==> config.mk <==
export PLATFORM = sky130hd
export DESIGN_NAME = vga_timing_gen
export DESIGN_NICKNAME = d
export VERILOG_FILES = /design/src/rtl/vga_timing_pkg.sv /design/src/rtl/vga_axis_counter.sv /design/src/rtl/vga_timing_gen.sv
export SDC_FILE = /design/constraint.sdc
export NUM_CORES = 1
export LEC_CHECK = 0
export ABC_AREA = 1
export CAP_MARGIN = 20
export CORE_ASPECT_RATIO = 0.9
export CORE_MARGIN = 10
export CORE_UTILIZATION = 50
export CTS_BUF_LIST = sky130_fd_sc_hd__clkbuf_2 sky130_fd_sc_hd__clkbuf_4 sky130_fd_sc_hd__clkbuf_8
export DETAILED_ROUTE_END_ITERATION = 10
export PLACE_DENSITY = 0.85
export SLEW_MARGIN = 40
export SYNTH_ARGS = -nofsm -noshare
export SYNTH_HDL_FRONTEND = slang
export SYNTH_SLANG_ARGS = --single-unit
==> constraint.sdc <==
create_clock -name clk -period 2.1 [get_ports clk]
set_clock_uncertainty 0.15 [all_clocks]
set_input_delay 0.21 -clock clk [delete_from_list [all_inputs] [get_ports clk]]
set_output_delay 0.21 -clock clk [all_outputs]
set_load 0.05 [all_outputs]
==> src/rtl/vga_timing_pkg.sv <==
// Shared VGA timing constants (640x480@60 defaults) and the per-axis phase type.
// Used by vga_axis_counter and vga_timing_gen.
package vga_timing_pkg;

  localparam int H_ACTIVE_DEF = 640;
  localparam int H_FP_DEF     = 16;
  localparam int H_SYNC_DEF   = 96;
  localparam int H_BP_DEF     = 48;
  localparam int V_ACTIVE_DEF = 480;
  localparam int V_FP_DEF     = 10;
  localparam int V_SYNC_DEF   = 2;
  localparam int V_BP_DEF     = 33;

  localparam int H_TOTAL_DEF = H_ACTIVE_DEF + H_FP_DEF + H_SYNC_DEF + H_BP_DEF;
  localparam int V_TOTAL_DEF = V_ACTIVE_DEF + V_FP_DEF + V_SYNC_DEF + V_BP_DEF;

  localparam int CNT_W = 10;

  typedef enum logic [1:0] {
    PH_ACTIVE,
    PH_FRONT,
    PH_SYNC,
    PH_BACK
  } axis_phase_e;

  function automatic axis_phase_e phase_of(input logic [CNT_W-1:0] count,
                                           input int active, input int fp, input int sync);
    int c;
    c = int'(count);
    if (c < active)                  return PH_ACTIVE;
    else if (c < active + fp)        return PH_FRONT;
    else if (c < active + fp + sync) return PH_SYNC;
    else                             return PH_BACK;
  endfunction

endpackage

==> src/rtl/vga_axis_counter.sv <==
// One raster axis: a wrapping position counter plus the phase it is about to enter.
// phase decodes the value the counter takes on the coming edge so the parent can register it.
module vga_axis_counter
  import vga_timing_pkg::*;
#(
  parameter int ACTIVE = H_ACTIVE_DEF,
  parameter int FP     = H_FP_DEF,
  parameter int SYNC   = H_SYNC_DEF,
  parameter int BP     = H_BP_DEF
) (
  input  logic             clk,
  input  logic             rst_n,
  input  logic             step,
  input  logic             wrap,
  output logic [CNT_W-1:0] count,
  output axis_phase_e      phase,
  output logic             wrap_out
);

  localparam int TOTAL = ACTIVE + FP + SYNC + BP;
  localparam logic [CNT_W-1:0] LAST = CNT_W'(TOTAL - 1);

  logic [CNT_W-1:0] count_d;

  // NOTE: every always_comb output gets a default first so no path can infer a latch.
  always_comb begin
    wrap_out = step && (wrap || count == LAST);
    count_d  = count;
    if (wrap_out)  count_d = '0;
    else if (step) count_d = count + 1'b1;
    phase = phase_of(count_d, ACTIVE, FP, SYNC);
  end

  // NOTE: reset parks the counter on its last position so the first step lands on 0.
  always_ff @(posedge clk or negedge rst_n) begin
    if (!rst_n) count <= LAST;
    else        count <= count_d;
  end

endmodule

==> src/rtl/vga_timing_gen.sv <==
// VGA raster timing generator: registered x/y, active-video, sync and frame-start outputs.
// Optional frame counter port enabled by defining VGA_FRAME_CNT_EN.
module vga_timing_gen
  import vga_timing_pkg::*;
#(
  parameter int H_ACTIVE         = H_ACTIVE_DEF,
  parameter int H_FP             = H_FP_DEF,
  parameter int H_SYNC           = H_SYNC_DEF,
  parameter int H_BP             = H_BP_DEF,
  parameter int V_ACTIVE         = V_ACTIVE_DEF,
  parameter int V_FP             = V_FP_DEF,
  parameter int V_SYNC           = V_SYNC_DEF,
  parameter int V_BP             = V_BP_DEF,
  parameter bit SYNC_ACTIVE_HIGH = 1'b0
) (
  input  logic             clk,
  input  logic             rst_n,
  input  logic             pix_en,
  output logic [CNT_W-1:0] x,
  output logic [CNT_W-1:0] y,
  output logic             frame_active,
  output logic             hsync,
  output logic             vsync,
  output logic             frame_start
`ifdef VGA_FRAME_CNT_EN
  ,
  output logic [7:0]       frame_cnt
`endif
);

  localparam logic SYNC_ON  = SYNC_ACTIVE_HIGH ? 1'b1 : 1'b0;
  localparam logic SYNC_OFF = ~SYNC_ON;

  axis_phase_e h_phase, v_phase;
  logic        h_wrap, v_wrap, frame_wrap;

  vga_axis_counter #(
    .ACTIVE(H_ACTIVE), .FP(H_FP), .SYNC(H_SYNC), .BP(H_BP)
  ) u_h (
    .clk(clk), .rst_n(rst_n), .step(pix_en), .wrap(1'b0),
    .count(x), .phase(h_phase), .wrap_out(h_wrap)
  );

  // The vertical axis only moves on the horizontal wrap, so y never changes mid-line.
  vga_axis_counter #(
    .ACTIVE(V_ACTIVE), .FP(V_FP), .SYNC(V_SYNC), .BP(V_BP)
  ) u_v (
    .clk(clk), .rst_n(rst_n), .step(h_wrap), .wrap(1'b0),
    .count(y), .phase(v_phase), .wrap_out(v_wrap)
  );

  assign frame_wrap = h_wrap && v_wrap;

  // Decodes come from the next-position phases, so these flops move on the same edge as x/y.
  always_ff @(posedge clk or negedge rst_n) begin
    if (!rst_n) begin
      hsync        <= SYNC_OFF;
      vsync        <= SYNC_OFF;
      frame_active <= 1'b0;
      frame_start  <= 1'b0;
    end else if (pix_en) begin
      hsync        <= (h_phase == PH_SYNC) ? SYNC_ON : SYNC_OFF;
      vsync        <= (v_phase == PH_SYNC) ? SYNC_ON : SYNC_OFF;
      frame_active <= (h_phase == PH_ACTIVE) && (v_phase == PH_ACTIVE);
      frame_start  <= frame_wrap;
    end
  end

`ifdef VGA_FRAME_CNT_EN
  always_ff @(posedge clk or negedge rst_n) begin
    if (!rst_n)          frame_cnt <= 8'hFF;
    else if (frame_wrap) frame_cnt <= frame_cnt + 8'd1;
  end
`endif

endmodule
==> run metrics <==
Hold Slack=approximately 0.077 ns; Slew Viols, Final=0; DRT Pass-1 Iters=4; Total Routing Usage GR=about an eighth; status=finished, final reports clean; CTS clk-pin slew, worst paths=about 0.14 ns; via count=1571; antenna violations before repair=0; cell family with most CP delay=buffers and inverters; Core Box Area=approximately 3100 sq um; reg2reg end=hsync; Final GP Congestion=between 0.8 and 0.9; Critical R2R Launch=u_h.count[1]; Post-DP HPWL=~3000 um; Antenna Cells=0; Ys Warns=0; count of state elements after synthesis=24; # rows=19; Max IR drop VDD=just under 0.6 mV; Initial Util=roughly 52%; Clock Latency Late Sink=roughly 0.32 ns; WP buf/inv=1; setup_tns=0 ns; Final Non-Filler Cells=312; cells on worst reg2reg path=11; final instance area=~2100 sq um; grt total ovfl=0; CP Cell Sequence=clkdlybuf4s50_1; first-pass GRT wire length=6410 um; Crit Path Category=register to output pin; wire per inst=12.7 um; vias in the first global route=about 1400; CTS Buffer Depth=2; Yosys top cell area share=slightly below 20%; largest net degree at the start of global routing=25; DP Cell Count=306; Post-Synthesis Mean Instance Area=between 6 and 7 sq um; P&R area growth vs syn=27.0%; max_slew headroom=65.7%; final setup violation count=0; Max H-tree Level=1; chip height=around 74 um; TritonCTS buffer count=3; Die Area=5910 sq um; layout cells sized above 1=a little under a quarter; DR iter-0 viols=110; Hold Vio Cnt, Final=0; # nets final=roughly 280; crit path max fanout=3; Post-CTS Hold Buffers=0; synth top area cells=dfstp_2 (20%), dfrtp_1 (19%), nand2_1 (17%); crit start category=register; Worst Hold Class=input port to async pin; Cell variety after synth=27; CP max-delay cell=clkdlybuf4s50_1; crit end category=output pin; Final ANT Viol Nets=0; IO buf count=26; via density per instance=between 5 and 6; post-synthesis cell count=233; Sink Count=24; max-cap violations=0; crit path from=u_v.count[9]; Area after DPL=between 1500 and 2000 sq um; mapped cell area=around 1600 sq um; post-synthesis cell type with the largest combined area=dfstp_2; Die Width=between 70 and 80 um; # IOs=27; Final Cycle Share=a little over nine tenths; crit-path max cell delay=just over 0.8 ns; fin crit period=about 2.0 ns; worst-margin pin slew=about 0.51 ns; Post-Synthesis Net Count=about 240; CTS tree=done; post-route worst setup slack=0.0530 ns; Power Dens Cells=between 1000 and 1500 nW/um^2; Worst R2R Setup Slack=approximately 0.12 ns; Util after Layout=between 60% and 70%; routed wire length=approximately 4000 um; DRC violations left=0; Power Total=between 2 and 2.5 mW; CP arrival=roughly 1.7 ns; Worst EP required=about 1.7 ns; root buf cell=clkbuf_4; Worst Setup Slack post-DPL=between 0.06 and 0.07 ns; FMAX=approximately 490 MHz; Lkg Pwr=between 1 and 1.5 nW; post-synthesis sequential area ratio=38.1%
## report_power, final
part / internal [mW] / switching (mW)
logic: 0.357 / 0.801
registers: 0.604 / 0.152
clock network: 0.106 / 0.137
## final cells by class
type,count,area (sq um)
Tap cell,42,52.6
Multi-Input combinational cell,168,881
Inverter,40,150
Clock buffer,4,36.3
Timing Repair Buffer,34,318
Sequential cell,24,616
Fill cell,254,1040
## what timing repair did
item                                    in CTS  in global routing
buffers inserted                             0                  2
resized for setup                            0                 13
endpoints found under the setup margin       0                  7
## sequential cells by signal, summed over array words and instances, names as in the netlist
name          count
vsync             1
frame_active      1
u_h.count        10
u_v.count        10
hsync             1
frame_start       1
## per-layer routing
layer / routed length, um / vias to the layer above / global-route usage, %
li1: - / 800 / -
met1: 1680 / 709 / 16.6
met2: 1920 / 56 / 21.2
met3: 300 / 6 / 3.01
met4: 59 / 0 / 4.88
met5: 0 / - / 0
## logic make-up after synthesis
logic type      Yosys count  share of synthesized area [%]
xor+xnor                  2                           1.08
simple gates            152                           45.4
fa+ha+maj                 3                           2.32
buf+inv                  41                           9.75
flops                    24                           38.1
compound gates           11                           3.41
## cell usage after synthesis, drive strengths merged
cell type and count:
nor3 3, and2 1, nand4 7, nor2 38, dfrtp 12, xor2 1, dfstp 12, or2 1
o21ai 3, a21oi 8, nand3 22, nand2 79, nand3b 1, buf 1, ha 3, xnor2 1
inv 40
## cells in the final DEF, fill, tap and decap left out, drive strengths merged, types with 3 or more instances in the layout
master / netlist / final
a21oi: 8 / 8
buf: 1 / 13
clkbuf: 0 / 4
clkdlybuf4s50: 0 / 17
dfrtp: 12 / 12
dfstp: 12 / 12
dlymetal6s2s: 0 / 4
ha: 3 / 3
inv: 40 / 40
nand2: 79 / 79
nand3: 22 / 22
nand4: 7 / 7
nor2: 38 / 38
nor3: 3 / 3
o21ai: 3 / 3
## how the worst max path moves through the flow
| stage | endpoint | slack (ns) | cells after the start |
|---|---|---|---|
| final | y[9] | 0.05 | 1 |
| after global routing | vsync | -0.03 | 12 |
| after CTS | y[2] | 0.02 | 1 |
| after detailed placement | frame_active | 0.06 | 12 |
| after global placement | hsync | 0.10 | 12 |
| after floorplan | hsync | 0.06 | 12 |
Power figures use the tool's default switching activity.
